===== config.mk =====
export PLATFORM = sky130hd
export DESIGN_NAME = fetch_decode_flat
export DESIGN_NICKNAME = d
export VERILOG_FILES = /design/src/rtl/arm_pkg.sv /design/src/rtl/fetch_decode_if.sv /design/src/rtl/instr_decoder.sv /design/src/rtl/fetch_decode.sv /design/src/flat_wrapper.sv
export SDC_FILE = /design/constraint.sdc
export NUM_CORES = 1
export LEC_CHECK = 0
export ABC_AREA = 1
export CAP_MARGIN = 30
export CORE_AREA = 4 4 99 171
export DETAILED_ROUTE_END_ITERATION = 7
export DIE_AREA = 0 0 103 175
export PLACE_DENSITY_LB_ADDON = 0.12
export RECOVER_POWER = 25
export SYNTH_ARGS = -nofsm -noshare
export SYNTH_HDL_FRONTEND = slang
export SYNTH_SLANG_ARGS = --single-unit
export TNS_END_PERCENT = 10

===== constraint.sdc =====
create_clock -name clk -period 3.8 [get_ports clk]
set_clock_uncertainty 0.2 [all_clocks]
set_input_delay 0.38 -clock clk [delete_from_list [all_inputs] [get_ports clk]]
set_output_delay 0.38 -clock clk [all_outputs]
set_load 0.02 [all_outputs]

===== src/rtl/arm_pkg.sv =====
// arm_pkg: micro-op codes, ARM opcode/condition constants, field positions and decode record.
package arm_pkg;
    typedef enum logic [4:0] {
        UOP_NOP = 5'd0,
        UOP_ADD = 5'd1,
        UOP_SUB = 5'd2,
        UOP_AND = 5'd3,
        UOP_ORR = 5'd4,
        UOP_CMP = 5'd5,
        UOP_EOR = 5'd6,
        UOP_MVN = 5'd7,
        UOP_MOV = 5'd8,
        UOP_B   = 5'd9
    } uop_t;
    localparam logic [3:0] OP_AND = 4'h0;
    localparam logic [3:0] OP_EOR = 4'h1;
    localparam logic [3:0] OP_SUB = 4'h2;
    localparam logic [3:0] OP_ADD = 4'h4;
    localparam logic [3:0] OP_CMP = 4'hA;
    localparam logic [3:0] OP_ORR = 4'hC;
    localparam logic [3:0] OP_MOV = 4'hD;
    localparam logic [3:0] OP_MVN = 4'hF;
    localparam logic [3:0] COND_AL = 4'hE;
    localparam logic [3:0] COND_NV = 4'hF;
    localparam int COND_LSB = 28;
    localparam int I_BIT    = 25;
    localparam int L_BIT    = 24;
    localparam int OPC_LSB  = 21;
    localparam int S_BIT    = 20;
    localparam int RN_LSB   = 16;
    localparam int RD_LSB   = 12;
    localparam int ROT_LSB  = 8;
    typedef struct packed {
        uop_t        uop;
        logic [31:0] num;
        logic        num_to_rhs;
        logic [3:0]  sel_p0;
        logic [3:0]  sel_p1;
        logic [3:0]  sel_in;
        logic [3:0]  branch_cond;
    } dec_t;
    function automatic logic [31:0] rot_imm(input logic [7:0] imm, input logic [3:0] rot);
        logic [63:0] t;
        t = {24'h0, imm, 24'h0, imm} >> {rot, 1'b0};
        return t[31:0];
    endfunction
endpackage


===== src/rtl/fetch_decode_if.sv =====
// fetch_decode_if: instruction-memory port, execute feedback and decoded operand outputs.
interface fetch_decode_if;
    import arm_pkg::*;
    logic [31:0] imem_addr;
    logic [31:0] imem_data;
    logic        global_disable;
    logic [31:0] delta_instruction;
    logic        num_to_rhs;
    logic [31:0] num;
    logic [3:0]  sel_p0;
    logic [3:0]  sel_p1;
    logic [3:0]  sel_in;
    uop_t        uop;
    logic [3:0]  branch_cond;
    logic        undef;
    modport master (
        output imem_addr, num_to_rhs, num, sel_p0, sel_p1, sel_in, uop, branch_cond, undef,
        input  imem_data, global_disable, delta_instruction
    );
    modport slave (
        input  imem_addr, num_to_rhs, num, sel_p0, sel_p1, sel_in, uop, branch_cond, undef,
        output imem_data, global_disable, delta_instruction
    );
endinterface


===== src/rtl/instr_decoder.sv =====
// instr_decoder: combinational ARM subset decode (AL data-processing and B) to micro-op fields.
module instr_decoder
    import arm_pkg::*;
(
    input  logic [31:0] word,
    output dec_t        dec,
    output logic        undef
);
    logic [3:0] cond, opc, rn, rd, rm;
    logic       imm, dp, br, single;
    uop_t       dp_uop;
    assign cond   = word[COND_LSB+:4];
    assign opc    = word[OPC_LSB+:4];
    assign rn     = word[RN_LSB+:4];
    assign rd     = word[RD_LSB+:4];
    assign rm     = word[3:0];
    assign imm    = word[I_BIT];
    // Register operands only without any shift; bits 11:4 also cover multiply/misc space.
    assign dp     = word[27:26] == 2'b00 && cond == COND_AL && (imm || word[11:4] == 8'h0);
    assign br     = word[27:25] == 3'b101 && !word[L_BIT] && cond != COND_NV;
    assign single = dp_uop == UOP_MOV || dp_uop == UOP_MVN;
    always_comb begin
        dp_uop = UOP_NOP;
        case (opc)
            OP_AND:  dp_uop = UOP_AND;
            OP_EOR:  dp_uop = UOP_EOR;
            OP_SUB:  dp_uop = UOP_SUB;
            OP_ADD:  dp_uop = UOP_ADD;
            OP_CMP:  dp_uop = word[S_BIT] ? UOP_CMP : UOP_NOP;
            OP_ORR:  dp_uop = UOP_ORR;
            OP_MOV:  dp_uop = UOP_MOV;
            OP_MVN:  dp_uop = UOP_MVN;
            default: dp_uop = UOP_NOP;
        endcase
    end
    always_comb begin
        dec   = '0;
        undef = 1'b0;
        if (br) begin
            dec.uop         = UOP_B;
            dec.branch_cond = cond;
            dec.num         = {{8{word[23]}}, word[23:0]};
            dec.num_to_rhs  = 1'b1;
        end else if (dp && dp_uop != UOP_NOP) begin
            dec.uop        = dp_uop;
            dec.num_to_rhs = imm;
            dec.num        = imm ? rot_imm(word[7:0], word[ROT_LSB+:4]) : 32'h0;
            dec.sel_p0     = single ? (imm ? 4'h0 : rm) : rn;
            dec.sel_p1     = (imm || single) ? 4'h0 : rm;
            dec.sel_in     = dp_uop == UOP_CMP ? 4'h0 : rd;
        end else begin
            undef = 1'b1;
        end
    end
endmodule


===== src/rtl/fetch_decode.sv =====
// fetch_decode: pc generation, fetch register, registered decode and branch flush control.
module fetch_decode
    import arm_pkg::*;
#(
    parameter logic [31:0] RESET_PC = 32'h0
) (
    input  logic           clk,
    input  logic           reset,
    fetch_decode_if.master bus
);
    logic [31:0] pc, f_pc, ex_pc;
    logic        f_valid, dec_undef, undef_q;
    dec_t        dec, dec_q;
    instr_decoder u_dec (
        .word  (bus.imem_data),
        .dec   (dec),
        .undef (dec_undef)
    );
    // A redirect kills the word in decode now and the one in flight in memory next cycle.
    always_ff @(posedge clk) begin
        if (reset) begin
            pc      <= RESET_PC;
            f_pc    <= 32'h0;
            f_valid <= 1'b0;
            ex_pc   <= 32'h0;
            dec_q   <= '0;
            undef_q <= 1'b0;
        end else begin
            pc      <= bus.global_disable ? ex_pc + bus.delta_instruction : pc + 32'h1;
            f_pc    <= pc;
            f_valid <= !bus.global_disable;
            ex_pc   <= f_pc;
            dec_q   <= (bus.global_disable || !f_valid) ? '0 : dec;
            undef_q <= !bus.global_disable && f_valid && dec_undef;
        end
    end
    assign bus.imem_addr   = pc;
    assign bus.uop         = dec_q.uop;
    assign bus.num         = dec_q.num;
    assign bus.num_to_rhs  = dec_q.num_to_rhs;
    assign bus.sel_p0      = dec_q.sel_p0;
    assign bus.sel_p1      = dec_q.sel_p1;
    assign bus.sel_in      = dec_q.sel_in;
    assign bus.branch_cond = dec_q.branch_cond;
    assign bus.undef       = undef_q;
endmodule


===== src/flat_wrapper.sv =====
// flat-port wrapper written by rule: the top's interface ports become plain ports
module fetch_decode_flat import arm_pkg::*;
#(
    parameter logic [31:0] RESET_PC = 32'h0
)
  (clk, reset, bus_imem_addr, bus_num_to_rhs, bus_num, bus_sel_p0, bus_sel_p1, bus_sel_in, bus_uop, bus_branch_cond, bus_undef, bus_imem_data, bus_global_disable, bus_delta_instruction);
  fetch_decode_if bus_i ();
  input  logic clk;
  input  logic reset;
  output wire logic [$bits(bus_i.imem_addr)-1:0] bus_imem_addr;
  output wire logic [$bits(bus_i.num_to_rhs)-1:0] bus_num_to_rhs;
  output wire logic [$bits(bus_i.num)-1:0] bus_num;
  output wire logic [$bits(bus_i.sel_p0)-1:0] bus_sel_p0;
  output wire logic [$bits(bus_i.sel_p1)-1:0] bus_sel_p1;
  output wire logic [$bits(bus_i.sel_in)-1:0] bus_sel_in;
  output wire logic [$bits(bus_i.uop)-1:0] bus_uop;
  output wire logic [$bits(bus_i.branch_cond)-1:0] bus_branch_cond;
  output wire logic [$bits(bus_i.undef)-1:0] bus_undef;
  input wire logic [$bits(bus_i.imem_data)-1:0] bus_imem_data;
  input wire logic [$bits(bus_i.global_disable)-1:0] bus_global_disable;
  input wire logic [$bits(bus_i.delta_instruction)-1:0] bus_delta_instruction;
  assign bus_imem_addr = bus_i.imem_addr;
  assign bus_num_to_rhs = bus_i.num_to_rhs;
  assign bus_num = bus_i.num;
  assign bus_sel_p0 = bus_i.sel_p0;
  assign bus_sel_p1 = bus_i.sel_p1;
  assign bus_sel_in = bus_i.sel_in;
  assign bus_uop = bus_i.uop;
  assign bus_branch_cond = bus_i.branch_cond;
  assign bus_undef = bus_i.undef;
  assign bus_i.imem_data = bus_imem_data;
  assign bus_i.global_disable = bus_global_disable;
  assign bus_i.delta_instruction = bus_delta_instruction;
  fetch_decode #(.RESET_PC(RESET_PC)) u_core (.clk(clk), .reset(reset), .bus(bus_i));
endmodule

; Word-level counts from Yosys, hierarchy flattened
; Cells that the tools add are included.
[word_totals]
out_inout_bits = 87
register_bits = 152
inputBits = 67
wordCells = 66
[op_classes]
n_mux = 12
n_shift = 1
bitwise_logic = 2
add_sub_neg = 2
n_eq_ne = 13
n_reduce_logical = 23
[ops]
columns = op, n
row1 = two-way mux 32 bit, 2
row2 = two-way mux 49 bit, 1
row3 = right shift 40 x 5 -> 32 bit, 1
row4 = two-way mux 37 bit, 1
row5 = "adder 32 x 1 -> 32 bit, second input constant", 1
row6 = adder 32 bit, 1
row7 = one-hot mux 4 bit (8 select lines), 1
row8 = "equality test 4 bit, second input constant", 5
row9 = two-way mux 4 bit, 4
row10 = "equality test 5 x 3 -> 1 bit, second input constant", 2
row11 = OR reduction 5 bit, 2
row12 = logical NOT 8 bit, 1
row13 = logical AND 1 bit, 7
row14 = "equality test 5 x 4 -> 1 bit, second input constant", 1
row15 = nonzero test 5 bit, 1
row16 = "equality test 4 x 1 -> 1 bit, second input constant", 1
row17 = "equality test 4 x 2 -> 1 bit, second input constant", 1
row18 = "equality test 4 x 3 -> 1 bit, second input constant", 1
row19 = logical NOT 4 bit, 1
row20 = logical OR 1 bit, 4
row21 = "!= test 4 bit, second input constant", 1
row22 = OR reduction 4 bit, 1
row23 = "equality test 3 bit, second input constant", 1
row24 = logical NOT 1 bit, 3
row25 = 6 further kinds, 8

; Longest topological paths before layout
; Gate-level depths: netlist of the first run.
[logic_depth]
ltp_word = 8
ltp_mapped = 13
depth_no_buf = 13

; Hierarchy
; A second synthesis of the first run with hierarchy kept.
[unflattened]
cells_unflattened = 1507
area_unflattened_um2 = 9187.6
[modules_own_cells]
columns = mod, cells_each, n_inst, area_each_um2, seq_area_each_um2
row1 = fetch_decode, 1150, 1, 7637.3, 3042.9
row2 = instr_decoder, 357, 1, 1550.2, 0.0

; Worst setup path before layout of the first run
; No wires, ideal clock.
[synth_timing]
path_kind = input -> register
start = input port bus_delta_instruction[0]
end = register u_core.pc[28], in the netlist u_core.bus.imem_addr[28]
slack_ns = 1.799
required_ns = 3.468
path_stages = 13
setup_time_ns = 0.132
arrival_ns = 1.669
n_path_buf = 0
path_cell_list = ha_1 -> inv_1 -> fa_1 -> inv_1 -> nand3_1 -> nand3_1 -> nand3_1 -> nand3_1 -> nand2_1 -> nand2_1 -> nand2_1 -> nand3_1 -> a21oi_1
[synth_via]
elab_chain_cells = 2
[synth_lines]
columns = item, line_no
row1 = "start, declared", flat_wrapper.sv:21  ; input wire logic [$bits(bus_i.delta_instruction)-1:0] bus_delta_instruction;
row2 = adder 32 bit, fetch_decode.sv:29  ; pc <= bus.global_disable ? ex_pc + bus.delta_instruction : pc + 32'h1;
row3 = two-way mux 32 bit, fetch_decode.sv:29
row4 = "end signal, assigned", fetch_decode.sv:29
row5 = "end, declared", fetch_decode.sv:11  ; logic [31:0] pc, f_pc, ex_pc;
; Every way passes these cells.
; A chain may end at the register's enable or synchronous reset.

; Final worst setup path of the first run
[layout_timing]
start = input port bus_imem_data[9]
end = register u_core.dec_q, in the netlist u_core.bus.num[10]
[layout_via]
elab_chain_cells = 6
elab_cells_between_ends = 8
classes_between = 1 x shift / 3 x mux / 4 x reduce/logical
[layout_lines]
columns = item, line_no
row1 = "start, declared", flat_wrapper.sv:19  ; input wire logic [$bits(bus_i.imem_data)-1:0] bus_imem_data;
row2 = "parallel branches: the longest is 4 deep, another holds right shift 40 x 5 -> 32 bit", -
row3 = two-way mux 49 bit *, instr_decoder.sv:44  ; end else if (dp && dp_uop != UOP_NOP) begin
row4 = two-way mux 37 bit *, instr_decoder.sv:39  ; if (br) begin
row5 = "end signal, assigned", fetch_decode.sv:33  ; dec_q <= (bus.global_disable || !f_valid) ? '0 : dec;
row6 = "end, declared", fetch_decode.sv:13  ; dec_t dec, dec_q;
; Mark *: on every way between the ends.

==> results of run 1 <==
-- metrics by stage --
step / instance area (um^2) / util (%) / total power, uW
floorplan: 8390 / - / 2040
global placement: 10100 / 65.1 / 2280
detailed placement: 10100 / 65.1 / 2290
CTS: 10700 / 68.9 / 3970
global route: 10600 / 68.8 / 4120
finish: 10600 / 68.8 / 3970
-- placed cells by master, fill, tap and decap left out, types with 5 or more instances in the layout --
master / synthesis / routed
nand3_1: 75 / 75
clkdlybuf4s50_1: 0 / 151
nor3_1: 28 / 28
o21ai_0: 56 / 56
a21oi_1: 53 / 53
inv_6: 0 / 7
dfxtp_1: 151 / 151
inv_1: 261 / 261
ha_1: 32 / 32
o22ai_1: 8 / 8
nand2_1: 409 / 409
nor2_1: 178 / 179
nand4_1: 7 / 7
xor2_1: 19 / 19
clkbuf_16: 0 / 17
a31oi_1: 5 / 5
or2_2: 5 / 5
-- path summary, 6_finish.rpt --
path / startpoint / to / slack, ps / cells past startpoint
max: bus_imem_data[9] / u_core.bus.num[10]$_SDFF_PP0_ / 1260 / 10
min: reset / u_core.f_valid$_SDFF_PP0_ / 170 / 2
max reg2reg: u_core.ex_pc[0]$_SDFF_PP0_ / u_core.bus.imem_addr[20]$_SDFF_PP0_ / 1450 / 13
min reg2reg: u_core.f_pc[7]$_SDFF_PP0_ / u_core.ex_pc[7]$_SDFF_PP0_ / 200 / 2
-- worst max-delay path, stage by stage --
cell	delay (ps)
clkdlybuf4s50_1	630
nor2_4	230
nand3_1	90
nor2_1	200
nor2_1	100
nor3_4	240
nand3_4	180
nor2_2	430
nand2_1	100
o21ai_0	100
-- cells by family after synthesis --
group           synth area share [%]
flops                           36.0
other cells                   0.0447
buf+inv                         13.0
xor+xnor                        2.19
compound gates                  8.25
fa+ha+maj                       5.01
simple gates                    35.5
-- synthesized netlist by cell type (2+ instances only) --
cell type	n	area share [%]
a21o_1	2	0.18
xor2_1	19	2.0
nor2_2	3	0.22
o21ai_0	56	3.3
a21oi_1	53	3.2
inv_1	261	12
o211ai_1	2	0.18
nand2_2	3	0.22
nor2_1	178	8.0
xnor2_1	2	0.21
a31oi_1	5	0.37
nor3_1	28	1.7
o22ai_1	8	0.60
buf_1	4	0.18
o21bai_1	2	0.18
buf_2	2	0.12
nand4_1	7	0.52
nand3b_1	3	0.27
or2_2	5	0.37
nand2_1	409	18
nand3_1	75	4.5
dfxtp_1	151	36
clkbuf_1	17	0.76
nor2_4	5	0.67
buf_4	2	0.18
ha_1	32	4.8
inv_2	2	0.090
-- state kept, by name, indices dropped and copies added, names as in the netlist --
register,flops
u_core.bus.branch_cond,4
u_core.bus.imem_addr,32
u_core.bus.num,32
u_core.bus.num_to_rhs,1
u_core.bus.sel_in,4
u_core.bus.sel_p0,4
u_core.bus.sel_p1,4
u_core.bus.undef,1
u_core.bus.uop,4
u_core.ex_pc,32
u_core.f_pc,32
u_core.f_valid,1
-- per-layer routing --
layer  global-route usage, %  vias up  share of wire, %
li1                        -     4413                 -
met1                    28.8     3831                35
met2                    56.2      310                53
met3                    5.87       93               5.3
met4                    17.9        0               6.6
met5                       0        -                 0
-- power groups by stage --
stage	registers [uW]	logic, uW	clock network (uW)
2_1_floorplan	1740	297	0
3_3_place_gp	1720	561	0
3_5_place_dp	1720	563	0
4_1_cts	1690	567	1720
5_1_grt	1690	625	1800
6_report	1690	567	1720
-- area by class of cell --
cell class / count / area (um^2)
sequential: 151 / 3020
timing repair buffer: 157 / 1550
clock inverter: 15 / 154
tap: 186 / 233
fill: 1463 / 4830
inverter: 263 / 987
clock buffer: 17 / 425
multi-input combinational: 908 / 4270
==> impl_results.md, run 1 <==
* Clk sinks at 151
* Sw frac at around 30%
* Final ANT Viol Nets at 0
* Internal at between 2000 and 3000 uW
* WL final at 26,800 um
* Post-synth EDFFs at 0
* Clock H-tree levels at 4
* Main synth FF type: dfxtp_1
* Die height at between 150 and 200 um
* Endpoints failing setup at 0
* Antenna violations before repair at 0
* Placement Setup Slack at 854 ps
* Critical path launch point type: input port
* Post-Syn Instances at about 1,300
* Initial core utilization at 54.2%
* GP Congestion at a little under 1
* Final WS setup at about 1300 ps
* Initial DRT Pass Iterations at 6
* Max-cap violations at 0
* Switching power at between 1000 and 1500 uW
* Sequential element share of the synthesized area at around 36%
* Non-Filler Instances at approximately 1,700
* Nets@finish at about 1,600
* # diodes at 0
* Worst hold slack at approximately 170 ps
* GRT Total Usage at a little under a third
* CTS Buf Count at 17
* CTS root buffer: clkbuf_16
* Synthesized area at ~8400 um^2
* Overflow after GRT at 0
* Run status: finished clean
* Setup TNS Final at 0 ps
* Clock transition at the registers of the reported paths at 70 ps
* Clock Path Buffers at 2
* Layout cells sized above 1 at under 10%
* Combinational power share at roughly 14%
* DRT iter0 DRCs at between 400 and 500
* Post-CTS resize count at 0
* Worst-margin pin slew at about 1000 ps
* Layout area overhead at 26.8%
* Hold Path Class: input port to flop
* First-pass GRT wire length at between 40,000 and 50,000 um
* Max-slew violations at 0
* CP Data Required Time at 3940 ps
* Die Area at ~18,000 um^2
* Arr. time, crit path at 2680 ps
* Slew Limit Headroom at a little under a third
* Sequential power share at a little over two fifths
* CTS hold repair buffers at 0
* Clock power frac at between 40% and 50%
* Inst Count DP at between 1,500 and 2,000
* Yosys reg bits at approximately 150
* Period utilization at between 60% and 70%
* Post-route minimum period at about 2500 ps
* Leak Pwr at 0.00522 uW
* CP endpoint kind: flop
* Fmax at about 390 MHz
* Largest net degree at the start of global routing at 62
* Worst Path Max Fanout at 12
* Avg Cell Area, Syn at slightly above 6 um^2
* Asr flop ratio synth at 0%
* Pwr dens at approximately 370 nW/um^2
* Endpoints failing hold at 0
* Dpl hpwl at between 20,000 and 25,000 um
* VDD IR max at roughly 260 uV
* Die X at slightly above 100 um
* Synthesis Warnings at 0
* Clk Latency, worst-skew pair at roughly 430 ps
* Input/output buffers at 152
* Vias per cell at a little over 5
* Kind of critical path: input port to flop
* Core ar. at 15,500 um^2
* Mapped Nets at roughly 1,400
* CTS tree: built
* Via count of the first global-routing pass at between 8,000 and 9,000
* Num ports at 154
* Routed vias at just under 9,000
* Wirelength per Cell at 15.8 um
* Yosys cell types at 38
* # rows at 60
* RSZ-0062 raised after global routing: no
* # DRC at 0
* Post-CTS Setup Bufs at 0
No activity file was read; power rests on OpenSTA's default activity.
==> run 2, diff against run 1 <==
--- a/config.mk
+++ b/config.mk
@@ -7,9 +7,9 @@
 export LEC_CHECK = 0
 export ABC_AREA = 1
 export CAP_MARGIN = 30
-export CORE_AREA = 4 4 99 171
+export CORE_AREA = 4 4 105 182
 export DETAILED_ROUTE_END_ITERATION = 7
-export DIE_AREA = 0 0 103 175
+export DIE_AREA = 0 0 109 186
 export PLACE_DENSITY_LB_ADDON = 0.12
 export RECOVER_POWER = 25
 export SYNTH_ARGS = -nofsm -noshare
==> constraint.sdc (replaced) <==
create_clock -name clk -period 2.2 [get_ports clk]
set_clock_uncertainty 0.2 [all_clocks]
set_input_delay 0.22 -clock clk [delete_from_list [all_inputs] [get_ports clk]]
set_output_delay 0.22 -clock clk [all_outputs]
set_load 0.02 [all_outputs]
==> impl_results.md, run 2 (synthesized netlist as in run 1, its figures left out) <==
* Run status: finished clean
* # diodes at 0
* Switching power at about 2000 uW
* Combinational power share at between 15 and 20%
* VDD IR max at between 400 and 500 uV
* Pwr dens at 613 nW/um^2
* Slowest stage cell on the critical path: clkdlybuf4s50_1
* Hold Path Class: input port to flop
* Final ANT Viol Nets at 0
* Fmax at approximately 480 MHz
* GRT Total Usage at between 30% and 40%
* Commonest non-fill, non-tap cell in the layout: nand2_1
* Initial DRT Pass Iterations at 5
* Num ports at 154
* Clock Path Buffers at 2
* Internal at around 5200 uW
* Commonest non-fill, non-tap cells in the layout: nand2_1, inv_1, nor2_1, clkdlybuf4s50_1, dfxtp_1
* CP endpoint kind: flop
* Total power at between 7000 and 8000 uW
* Die Area at roughly 20,000 um^2
* Critical path launch point type: input port
* Layout area overhead at 40.0%
* Period utilization at a little over nine tenths
* CP peak stage delay at between 400 and 500 ps
* Overflow after GRT at 0
* Input/output buffers at 152
* Sequential power share at between 40% and 50%
* Max-cap violations at 0
* # DRC at 0
* Clk Latency, worst-skew pair at ~440 ps
* Layout cells sized above 1 at 11.8%
* Clock transition at the registers of the reported paths at roughly 70 ps
* Antenna violations before repair at 0
* # rows at 64
* Worst Path Max Fanout at 4
* Routing usage on met3 at 6.39%
* Setup TNS Final at 0 ps
* Reg2reg setup slack at roughly 140 ps
* Initial core utilization at a little under half
* Placed Area at 11,000 um^2
* Worst-margin pin slew at about 600 ps
* CP Data Required Time at ~2300 ps
* Vias per cell at 4.90
* CTS tree: built
* DRT iter0 DRCs at approximately 450
* Endpoints failing hold at 0
* Arr. time, crit path at around 2200 ps
* Via count of the first global-routing pass at roughly 9,500
* Die X at roughly 110 um
* Max-slew violations at 0
* Kind of critical path: input port to flop
* Hold depth at 3
* Largest net degree at the start of global routing at 54
* Sw frac at 27.7%
* Layout fillers at around 1,600
* Post-route minimum period at approximately 2100 ps
* CP Cell Sequence: clkdlybuf4s50_1 > buf_4 > ha_1 > nand3_1 > nand3_1 > nand3_1 > nand3_1 > nand2_1 > nand2_1 > xnor2_1 > nand2_1 > nand2_1 > inv_1
* Worst R2R Path Depth at 11
* Slew Limit Headroom at between 60% and 70%
* Wirelength per Cell at 15.8 um
* Nets@finish at about 1,700
* Clk sinks at about 150
* Endpoints failing setup at 0
* GRT busiest layer: met2
* GP Congestion at 1.00
* Routed vias at between 9,000 and 10,000
* Clock power frac at between 40% and 50%
* Dpl hpwl at ~24,000 um
* CTS root buffer: clkbuf_16
* Core ar. at 17,500 um^2
* WL final at 29,400 um
* Routing usage on met2 at between 50% and 60%
* Clock H-tree levels at 4
* RSZ-0062 raised after global routing: yes
* Final WS setup at ~120 ps
* GR Util met1 at approximately 27%
* Placement Setup Slack at -373 ps
* CTS Buf Count at 17
* Die height at between 150 and 200 um
* Leak Pwr at 0.00583 uW
* Post-route cell area at roughly 12,000 um^2
* First-pass GRT wire length at roughly 46,000 um
==> run 2: cell types whose count changed in the layout (fill, tap and decap cells not counted), moves of 3 or more <==
cell,before,now
buf_4,4,118
nand2_1,409,403
nand2_2,3,9
inv_6,7,3
nor2_1,179,175
buf_12,0,3
inv_8,3,0
==> run 2: per-stage QoR <==
step / hold WS (ps) / std cells / utilization (%)
2_1_floorplan: 92.1 / 1347 / -
3_3_place_gp: 189 / 1826 / 62.9
3_5_place_dp: 192 / 1826 / 62.9
4_1_cts: 127 / 1859 / 66.6
5_1_grt: 149 / 1859 / 67.0
6_report: 130 / 1859 / 67.0
==> run 2: path summary, 6_finish.rpt <==
kind,startpoint,endpoint
max reg2reg,u_core.ex_pc[2]$_SDFF_PP0_,u_core.bus.imem_addr[29]$_SDFF_PP0_
max,bus_delta_instruction[1],u_core.bus.imem_addr[19]$_SDFF_PP0_
min,bus_imem_data[12],u_core.bus.sel_in[0]$_SDFF_PP0_
min reg2reg,u_core.f_pc[25]$_SDFF_PP0_,u_core.ex_pc[25]$_SDFF_PP0_
==> run 2: routing by layer <==
layer	wire [um]	up-vias	share of wire, %
met5	0	-	0
met3	1520	97	5.2
met2	16000	287	54
met4	2030	0	6.9
li1	-	4645	-
met1	9870	4084	34
==> run 2: power by group through the flow <==
stage          registers [uW]  logic, uW  clock network [uW]
3_5_place_dp             2970       1160                   0
6_report                 2910       1180                3110
2_1_floorplan            3000        512                   0
5_1_grt                  2920       1290                3260
4_1_cts                  2910       1170                3160
3_3_place_gp             2970       1150                   0
==> run 2: layout make-up <==
| class | instances | area, um^2 | area share (%) |
|---|---|---|---|
| flip-flops and latches | 151 | 3020 | 25.8 |
| multi-input cells | 908 | 4350 | 37.0 |
| repair buffers | 274 | 2470 | 21.1 |
| inverters | 263 | 987 | 8.41 |
| well taps | 231 | 289 | 2.46 |
| clock buffers | 19 | 453 | 3.86 |
| clock inverters | 13 | 170 | 1.45 |
==> run 2: what timing repair did <==
item | 4_1_cts | 5_1_grt
setup endpoints to repair | 1 | 19
gates resized for setup | 1 | 18
hold buffers | 1 | 0
setup buffers | 0 | 0
endpoints found under the hold margin | 1 | 0
gates cloned | 0 | 0
==> run 2: critical path: cells and delay by family <==
kind | cells | cell delay, ps
XOR/XNOR | 1 | 140
adder cells (fa/ha/maj) | 1 | 300
buffers and inverters | 3 | 650
AND/OR/NAND/NOR | 8 | 900
==> RTL edit, RTL diff (config.mk and constraints of run 2) <==
`ROT_LSB`: 8 -> 16.
--- a/src/rtl/arm_pkg.sv
+++ b/src/rtl/arm_pkg.sv
@@ -29,7 +29,7 @@
     localparam int S_BIT    = 20;
     localparam int RN_LSB   = 16;
     localparam int RD_LSB   = 12;
-    localparam int ROT_LSB  = 8;
+    localparam int ROT_LSB  = 16;
     typedef struct packed {
         uop_t        uop;
         logic [31:0] num;
Check against the original RTL: not equivalent (a bounded check fails within 4 cycles, from zero or initial values and one cycle with reset high).
==> RTL edit against run 2 <==
  * Via count down 0.11%
  * Routed wire length down 1.7%
  * Setup slack better by 3.5 ps
  * Design area down 0.44%
  * Core utilization down 0.29 points
  * Synthesized area up 0.57%
  * Total power down 1.1%
  * Hold slack better by 3.0 ps
  * Sequential cell count unchanged
  * Critical endpoint is now u_core.bus.imem_addr[31]$_SDFF_PP0_
  * Largest cell class unchanged
  * Largest power group unchanged
  * Highest routed layer unchanged
==> RTL edit: results (changes against run 2) <==
stage;metric;value;unit;change
cts;htree_levels;4;;unchanged
placement;place_ws;-405.3;ps;-32.51 ps
power_and_ir_drop;irDropWorstVdd;549.9;uV;+20%
setup_path;slowest_delay;320;ps;-140 ps
synth;synthTopCellsByArea;dfxtp_1, nand2_1, inv_1, nor2_1, nand3_1;;
final_layout;n_antenna_cell;0;;unchanged
cts;insertion_delay;430;ps;
global_routing;grt_pass1_wl;45120;um;-2.3%
synth;yosys_warnings;0;;unchanged
synth;ys_seq_area_share;35.84;%;-0.20 points
status;outcome;finished clean;;
global_routing;grtUsageTotal;29.39;%;-0.75 points
global_routing;grt_max_degree;52;;-3.7%
synth;synth_ff_type;dfxtp_1;;
timing;tightest_slew;542.1;ps;-56.25 ps
synth;netlist-cell-type-count;40;;+5.3%
synth;syn-cell-area;8436;um^2;+0.57%
final_layout;fill_cells;1614;;+0.25%
final_layout;multi_input_area;4364;um^2;+0.40%
power_and_ir_drop;power_leakage;5.829;nW;about the same
detailed_routing;vias_per_cell;4.910;;+0.16%
setup_path;cp.arrival;2230;ps;
placement;dpl-instance-area;11000;um^2;-0.35%
synth;avgSynthCellArea;6.239;um^2;+0.19%
placement;dpl.hpwl;23380;um;-1.5%
worst_hold_path;hold_class;in2reg;;
global_routing;antenna_found_initial;0;;unchanged
final_layout;final_nets;1711;;-0.23%
cts;cts_buffer_depth;2;;unchanged
detailed_routing;drt-initial-drc-count;492;;+10%
timing;slew_violations;0;;unchanged
global_routing;grt_pass1_vias;9214;;-2.9%
cts;root_buffer;clkbuf_16;;
setup_path;crit_fanout;4;;unchanged
synth;synth_common_cells;nand2_1, inv_1, nor2_1;;
placement;gp_congestion;0.9637;;-3.6%
detailed_routing;num_vias;9103;;-0.11%
detailed_routing;routed_wl;28880;um;-1.7%
detailed_routing;dr.pass1.iters;5;;unchanged
final_layout;drive_above_1_share;11.65;%;-0.15 points
synth;synth_nets;1452;;+0.35%
cts;cts_made_buffers;17;;unchanged
setup_path;critical_path.slowest_cell;ha_1;;
placement;io_buffers;152;;unchanged
cts;path_clk_slew;60;ps;
setup_path;cp_top_family;simple AND/OR/NAND/NOR gates;;
synth;ys_async_sr_fraction;0;%;unchanged
placement;post-place-cells;1822;;-0.22%
[RTL edit: changes by cell type after synthesis, moves of 4 or more]
cell,before,now
nand3_1,75,90
nand2_1,409,398
o22ai_1,8,1
inv_1,261,256
nor2_4,5,1
[RTL edit: power breakdown]
| group | switching (mW) | total, mW | internal (mW) |
|---|---|---|---|
| clock network | 1.15 | 3.05 | 1.89 |
| registers | 0.0788 | 2.91 | 2.83 |
| logic | 0.651 | 1.17 | 0.515 |
[RTL edit: final cells by class]
cell class | instances | share of cell area (%)
clock buffers | 23 | 4.174
clock inverters | 8 | 1.027
inverters | 260 | 8.348
multi-input cells | 911 | 37.33
flip-flops and latches | 151 | 25.87
well taps | 231 | 2.472
repair buffers | 270 | 20.78
[RTL edit: per-layer routing]
metal | routed length (um) | GRT usage (%)
met5 | 0 | 0
met4 | 2117 | 20.32
met3 | 1420 | 5.831
met2 | 15380 | 55.51
met1 | 9966 | 27.50
[RTL edit: repair_timing]
| item | CTS | global route |
|---|---|---|
| hold buffers | 1 | 0 |
| gates cloned | 0 | 0 |
| setup endpoints to repair | 3 | 20 |
| gates resized for setup | 2 | 20 |
| setup buffers | 0 | 0 |
| hold endpoints to repair | 1 | 0 |
[RTL edit: worst paths after layout]
| path | startpoint | endpoint | slack, ps | cells past startpoint |
|---|---|---|---|---|
| max reg2reg | u_core.ex_pc[13]$_SDFF_PP0_ | u_core.bus.imem_addr[31]$_SDFF_PP0_ | 130 | 12 |
| max | u_core.ex_pc[13]$_SDFF_PP0_ | u_core.bus.imem_addr[31]$_SDFF_PP0_ | 130 | 12 |
| min reg2reg | u_core.f_pc[30]$_SDFF_PP0_ | u_core.ex_pc[30]$_SDFF_PP0_ | 200 | 2 |
| min | bus_imem_data[15] | u_core.bus.sel_in[3]$_SDFF_PP0_ | 130 | 3 |
[RTL edit: logic make-up after synthesis]
family | Yosys count | synth area share [%]
and+or+nand+nor | 724 | 35.26
buffers and inverters | 290 | 13.32
DFF | 151 | 35.84
AOI/OAI and AO/OA | 131 | 8.261
adders and majority gates | 33 | 4.984
xor gates and xnor gates | 21 | 2.180
other | 1 | 0.04445
muxes | 1 | 0.1187
[RTL edit: through the flow]
| stage | setup TNS [ps] | hold WS, ps |
|---|---|---|
| global placement | -8556 | 188.4 |
| finish | 0 | 132.6 |
| global route | -32.16 | 149.9 |
| floorplan | 0 | 99.21 |
| detailed placement | -8932 | 192.8 |
| CTS | 0 | 120.1 |
[RTL edit: worst min-delay path, delay by kind of cell]
family	cells	cell delay, ps
simple gates	1	40
buf+inv	2	450
